### config.mk
export PLATFORM = sky130hd
export DESIGN_NAME = cp0_exception_unit
export DESIGN_NICKNAME = d
export VERILOG_FILES = /design/src/rtl/cp0_exception_unit.sv
export SDC_FILE = /design/constraint.sdc
export NUM_CORES = 1
export LEC_CHECK = 0
export CAP_MARGIN = 10
export CELL_PAD_IN_SITES_DETAIL_PLACEMENT = 0
export CELL_PAD_IN_SITES_GLOBAL_PLACEMENT = 1
export CORE_AREA = 2 2 112 114
export DETAILED_ROUTE_END_ITERATION = 7
export DIE_AREA = 0 0 114 116
export PLACE_DENSITY_LB_ADDON = 0.1
export SLEW_MARGIN = 20
export SYNTH_ARGS = -nofsm -noshare
export SYNTH_HDL_FRONTEND = slang
export SYNTH_SLANG_ARGS = --single-unit
### constraint.sdc
create_clock -name clk -period 4.2 [get_ports clk]
set_input_delay 0.63 -clock clk [delete_from_list [all_inputs] [get_ports clk]]
set_output_delay 0.63 -clock clk [all_outputs]
set_load 0.005 [all_outputs]
### src/rtl/cp0_exception_unit.sv
// Coprocessor-0 exception unit: SR/Cause/EPC/PRId storage, mfc0/mtc0/eret
// service, and same-cycle exception/interrupt request generation at M stage.
module cp0_exception_unit #(
  parameter logic [31:0] PRID_VAL   = 32'h4255_4141,
  parameter logic [31:0] HANDLER_PC = 32'h0000_4180
) (
  input  logic        clk,
  input  logic        reset,
  input  logic [4:0]  cp0_raddr,
  input  logic [4:0]  cp0_waddr,
  input  logic [31:0] cp0_wdata,
  input  logic        cp0_we,
  input  logic [31:0] m_pc,
  input  logic        m_bd,
  input  logic [4:0]  m_exccode,
  input  logic        exl_clr,
  input  logic [5:0]  hw_int,
  output logic [31:0] cp0_rdata,
  output logic [31:0] epc_out,
  output logic        req,
  output logic [31:0] handler_pc
);

  localparam int unsigned AW = 5;
  localparam logic [AW-1:0] REG_SR    = AW'(12);
  localparam logic [AW-1:0] REG_CAUSE = AW'(13);
  localparam logic [AW-1:0] REG_EPC   = AW'(14);
  localparam logic [AW-1:0] REG_PRID  = AW'(15);

  // SR fields
  logic [5:0]  im_q, im_d;
  logic        exl_q, exl_d;
  logic        ie_q, ie_d;
  // Cause fields
  logic        bd_q, bd_d;
  logic [5:0]  ip_q, ip_d;
  logic [4:0]  exccode_q, exccode_d;
  // EPC
  logic [31:0] epc_q, epc_d;

  logic        int_req;
  logic        exc_req;
  logic [31:0] sr_val;
  logic [31:0] cause_val;
  logic [31:0] epc_raw;

  // Request decode; reset suppresses any request
  always_comb begin
    int_req = ~reset & (|(hw_int & im_q)) & ie_q & ~exl_q;
    exc_req = ~reset & (m_exccode != 5'd0) & ~exl_q;
    req     = int_req | exc_req;
  end

  // Architectural register images as seen by mfc0
  always_comb begin
    sr_val    = {16'd0, im_q, 8'd0, exl_q, ie_q};
    cause_val = {bd_q, 15'd0, ip_q, 3'd0, exccode_q, 2'd0};
  end

  // mfc0 read mux, pre-edge values only
  always_comb begin
    cp0_rdata = 32'd0;
    case (cp0_raddr)
      REG_SR:    cp0_rdata = sr_val;
      REG_CAUSE: cp0_rdata = cause_val;
      REG_EPC:   cp0_rdata = epc_q;
      REG_PRID:  cp0_rdata = PRID_VAL;
      default:   cp0_rdata = 32'd0;
    endcase
  end

  // Next-state: exception entry takes precedence over mtc0/eret
  always_comb begin
    im_d      = im_q;
    exl_d     = exl_q;
    ie_d      = ie_q;
    bd_d      = bd_q;
    ip_d      = hw_int;
    exccode_d = exccode_q;
    epc_d     = epc_q;
    epc_raw   = m_bd ? (m_pc - 32'd4) : m_pc;

    if (req) begin
      exl_d     = 1'b1;
      exccode_d = int_req ? 5'd0 : m_exccode;
      bd_d      = m_bd;
      epc_d     = {epc_raw[31:2], 2'b00};
    end else begin
      if (cp0_we && (cp0_waddr == REG_SR)) begin
        im_d  = cp0_wdata[15:10];
        exl_d = cp0_wdata[1];
        ie_d  = cp0_wdata[0];
      end
      if (cp0_we && (cp0_waddr == REG_EPC)) begin
        epc_d = {cp0_wdata[31:2], 2'b00};
      end
      // eret clear is applied after any SR write in the same cycle
      if (exl_clr) begin
        exl_d = 1'b0;
      end
    end
  end

  // State registers with synchronous reset
  always_ff @(posedge clk) begin
    if (reset) begin
      im_q      <= 6'd0;
      exl_q     <= 1'b0;
      ie_q      <= 1'b0;
      bd_q      <= 1'b0;
      ip_q      <= 6'd0;
      exccode_q <= 5'd0;
      epc_q     <= 32'd0;
    end else begin
      im_q      <= im_d;
      exl_q     <= exl_d;
      ie_q      <= ie_d;
      bd_q      <= bd_d;
      ip_q      <= ip_d;
      exccode_q <= exccode_d;
      epc_q     <= epc_d;
    end
  end

  assign epc_out    = epc_q;
  assign handler_pc = HANDLER_PC;

endmodule

=== Word-level counts from Yosys, hierarchy flattened ===
Index checks and enable logic that the tools add are counted.

* Shift-type cells: 0
* Eq/ne operators: 6
* Add/sub/neg operators: 1
* Reductions and logical operators: 7
* Multipliers: 0
* Divide/modulo/power cells: 0
* Muxes and demuxes: 8
* $lt $le $gt $ge: 0
* Bitwise gates (word level): 10

{| class="wikitable"
|+ Operators by type and width
! kind !! count
|-
| $pmux 32 s4 || 1
|-
| $mux 32 || 3
|-
| $sub 32x3->32 const B || 1
|-
| $eq 5x4->1 const B || 6
|-
| $and 6x6->6 || 1
|-
| $reduce_or 6->1 || 1
|-
| $and 1x1->1 || 5
|-
| $mux 5 || 1
|-
| $reduce_bool 5->1 || 1
|-
| $mux 1 || 3
|-
| $not 1->1 || 3
|-
| $reduce_bool 3->1 || 1
|-
| $logic_and 1x1->1 || 2
|-
| $reduce_and 2->1 || 1
|-
| $reduce_bool 2->1 || 1
|-
| $or 1x1->1 || 1
|}

* Memory bits (read-only): 0
* Memory bits (writable): 0
* Register bits: 50
* Memories: 0
* Logic and storage cells: 39
* Output and inout port bits: 97
* Latch bits: 0

=== Longest topological paths before layout ===
* Depth in word-level cells: 8
* Depth in mapped cells: 8
* Gate-level depth less buffers: 7

=== Worst setup path after synthesis ===
Ideal clock, no wire load.

* Path kind: input-to-output
* Start point: input port reset
* End point: output port req
* Stages: 6
* Data arrival time: 1891 ps
* Setup slack: 1679 ps
* Cell sequence: buf_6 or2_2 a311o_1 o21a_1 clkinv_1 buf_1

* Word-level cells in the longest chain between the ends: 5
* Elaborated cells between the ends (all ways): 7
* Those cells by class: bitwise (7)

{| class="wikitable"
|+ RTL lines
! element !! line !! source
|-
| from (decl) || 8 || <nowiki>input logic reset,</nowiki>
|-
| $not 1->1 * || 49, 50 ||
|-
| $and 1x1->1 (3 in a row) || 49 || <nowiki>int_req = ~reset & (|(hw_int & im_q)) & ie_q & ~exl_q;</nowiki>
|-
| $or 1x1->1 * || 51 || <nowiki>req = int_req | exc_req;</nowiki>
|-
| to (decl) || 20 || <nowiki>output logic req,</nowiki>
|}

Every way passes the cells marked *; elsewhere a longest branch is shown, timed or not.

=== Worst setup path after layout ===
* Start point: input port cp0_raddr[4]
* End point: output port cp0_rdata[23]

* Word-level cells in the longest chain between the ends: 2
* Elaborated cells between the ends (all ways): 5
* Those cells by class: eq/ne (4); mux (1)

{| class="wikitable"
|+ RTL lines
! element !! line !! source
|-
| from (decl) || 9 || <nowiki>input logic [4:0] cp0_raddr,</nowiki>
|-
| $eq 5x4->1 || 63 || <nowiki>case (cp0_raddr)</nowiki>
|-
| $pmux 32 s4 * || 63 ||
|-
| to (decl) || 18 || <nowiki>output logic [31:0] cp0_rdata,</nowiki>
|}

Marked as above.

==> flow_summary.json <==
{
  "status": "complete, no violations",
  "grt_pass1_vias": 3253,
  "ant_nets": 0,
  "worst_slack_ns": 0.810,
  "num_antenna_cells": 0,
  "grt_usage_pct": 17.5,
  "layout_commonest_cell": "clkdlybuf4s50_1",
  "crit_arrival_ns": 2.76,
  "power_frac_seq_pct": 39.8,
  "synthToLayoutAreaGrowth_pct": 48.9,
  "wirelength_um": 11800,
  "numClockSinks": 50,
  "critPathMaxStageDelay_ns": 0.51,
  "cts_made_buffers": 5,
  "clock_path_buffers": 2,
  "cts_root_buffer": "clkbuf_16",
  "path_clk_slew_ns": 0.07,
  "firstDrtPassIters": 4,
  "p_clk_share_pct": 35.6,
  "netSwitchingPower_mw": 0.366,
  "route.detailed.drc": 0,
  "dieArea_mm2": 0.0132,
  "core_mm2": 0.0119,
  "layout_common_cells": "149 x clkdlybuf4s50_1, 65 x nor2_1, 50 x dfxtp_1",
  "cts_hold_buffers": 0,
  "synthTopCellsByArea": "dfxtp_1 30%, mux2i_1 10%, buf_4 7.5%",
  "ff_latch_area_mm2": 0.00100,
  "initial_core_util_pct": 28.4,
  "maxCapViolations": 0,
  "synth_cell_types": 54,
  "hp-class": "reg2reg",
  "hold_viol_final": 0,
  "rsz0062_at_grt": "no",
  "die_h_um": 116,
  "vdd_drop_max_mv": 0.172,
  "syn-instance-count": 414,
  "setup_violations": 0,
  "path_common_cell": "clkdlybuf4s50_1",
  "max_slew_margin_pct": 45.3,
  "setup_tns_ns": 0,
  "rows": 40,
  "ys_seq_area_share_pct": 29.6,
  "fill_cells": 1250,
  "startpoint_type": "input pin",
  "ys_warn_count": 0,
  "grt_max_degree": 56,
  "num_vias": 3369,
  "p_int_mw": 0.986,
  "power.leakage_nw": 1.99,
  "overflow": 0,
  "worst_pin_slew_ns": 0.818,
  "slowest_stage": "nor2_1",
  "place.gp.congestion": 0.802,
  "cts_tree": "built",
  "crit_chain": "clkdlybuf4s50_1, nand3b_1, buf_4, inv_1, nand2_1, nor2_1, and2_1, clkdlybuf4s50_1",
  "nNetsFinal": 644,
  "drv_slew": 0,
  "io_buffers": 150,
  "htree_levels": 2,
  "worstPathMaxFanout": 14,
  "place_hpwl_um": 9080,
  "routedWlPerCell_um": 16.8,
  "multi_input_area_mm2": 0.00210,
  "fmax_mhz": 295,
  "syn-cell-area_mm2": 0.00339,
  "syn_area_per_cell_um2": 8.18,
  "cp-end-kind": "output pin",
  "ys_seq_elements": 50,
  "period_needed_ns": 3.39,
  "drive_above_1_share_pct": 5.78,
  "routed_via_density": 4.81,
  "pwr-share-comb_pct": 24.6,
  "die_w_um": 114,
  "cts.repair.resized": 0,
  "fin_crit_sh_pct": 80.7,
  "drt-initial-drc-count": 175,
  "antenna_found_initial": 0,
  "post-cts-setup-buffers": 0,
  "boundaryPins": 187,
  "synth_top_flop_cell": "dfxtp_1",
  "clk_latency_ns": 0.29,
  "synthArstFlopShare_pct": 0,
  "critPathRequiredTime_ns": 3.57,
  "clock_skew_ns": 0.00438,
  "power_density_mw_per_mm2": 268,
  "yosysTopAreaCell": "dfxtp_1",
  "grt_pass1_wl_um": 18000,
  "synth_top_area_share_pct": 29.6,
  "crit_type": "in2out",
  "synth-edff-count": 0,
  "pre_cts_ws_ns": 0.718,
  "p_sw_share_pct": 27.1
}
area by class of cell:
class / instances / area share [%]
Sequential cell: 50 / 19.8
Tap cell: 147 / 3.65
Clock inverter: 3 / 0.968
Inverter: 5 / 0.372
Clock buffer: 5 / 2.48
Timing Repair Buffer: 159 / 31.0
Multi-Input combinational cell: 332 / 41.7
critical path, delay by kind of cell:
kind                   cells  cell delay, ns
buffers and inverters      4            1.18
AND/OR/NAND/NOR            4            0.95
layer usage:
| layer | vias to the layer above | GRT usage (%) | wire length (um) |
|---|---|---|---|
| met5 | - | 0 | 0 |
| met4 | 0 | 4.07 | 102 |
| met2 | 116 | 27.4 | 5450 |
| met3 | 4 | 1.94 | 587 |
| li1 | 1682 | - | - |
| met1 | 1567 | 25.9 | 5610 |
kinds of logic (layout without fill, tap and decap cells):
kind of cell               Yosys count  after routing  synth area share [%]
AOI/OAI and AO/OA                   84             84                  17.0
xor gates and xnor gates            22             22                  5.69
adders and majority gates            1              1                 0.369
buffers and inverters               64            172                  12.1
DFF                                 50             50                  29.6
muxes                               38             38                  11.4
other                                2             34                 0.222
and+or+nand+nor                    153            153                  23.6
sequential cells by signal, indices dropped and copies added (netlist names):
signal     cells
im_q           6
ip_q           6
exccode_q      5
bd_q           1
exl_q          1
ie_q           1
epc_out       30
worst paths after layout:
check	end	startpoint	cells after the start	slack [ns]
max	cp0_rdata[23]	cp0_raddr[4]	8	0.81
min	im_q[2]$_SDFFE_PP0P_	im_q[2]$_SDFFE_PP0P_	2	0.47
max reg2reg	epc_out[31]$_SDFFE_PP0P_	exl_q$_SDFFE_PP0P_	6	2.10
min reg2reg	im_q[2]$_SDFFE_PP0P_	im_q[2]$_SDFFE_PP0P_	2	0.47
Yosys cell counts, types with 2 or more instances:
library cell and instances:
nand2_1 15, nand3_1 7, a21o_1 6, a22oi_1 13, dfxtp_1 50, clkbuf_1 16
or3_1 6, o31ai_1 5, a211oi_1 17, a21boi_0 4, conb_1 2, mux2i_1 34
or4_1 3, nand4_1 3, clkbuf_8 3, nor2b_1 11, buf_4 34, mux2_2 4
nor3_1 8, buf_2 4, a221oi_1 4, inv_1 4, nand3b_1 3, a21oi_1 26
and3b_1 2, xor2_1 6, and2_1 11, nor2_1 65, nor4_1 8, xnor2_1 16
power by group through the flow:
| stage | combinational (mW) | clock, mW | sequential (mW) |
|---|---|---|---|
| floorplan | 0.163 | 0 | 0.545 |
| global route | 0.365 | 0.513 | 0.546 |
| global placement | 0.331 | 0 | 0.550 |
| CTS | 0.334 | 0.496 | 0.540 |
| finish | 0.332 | 0.481 | 0.539 |
| detailed placement | 0.333 | 0 | 0.551 |
stage by stage:
stage               area (um^2)  hold WS, ns  cells  power (mW)  util [%]
floorplan                  3510        0.444    446       0.707         -
global placement           4870        0.461    693       0.882      40.9
detailed placement         4870        0.466    693       0.884      40.9
CTS                        5040        0.477    701        1.37      42.3
global route               5040        0.503    701        1.42      42.3
finish                     5040        0.475    701        1.35      42.3
No activity file was read; power rests on OpenSTA's default activity.
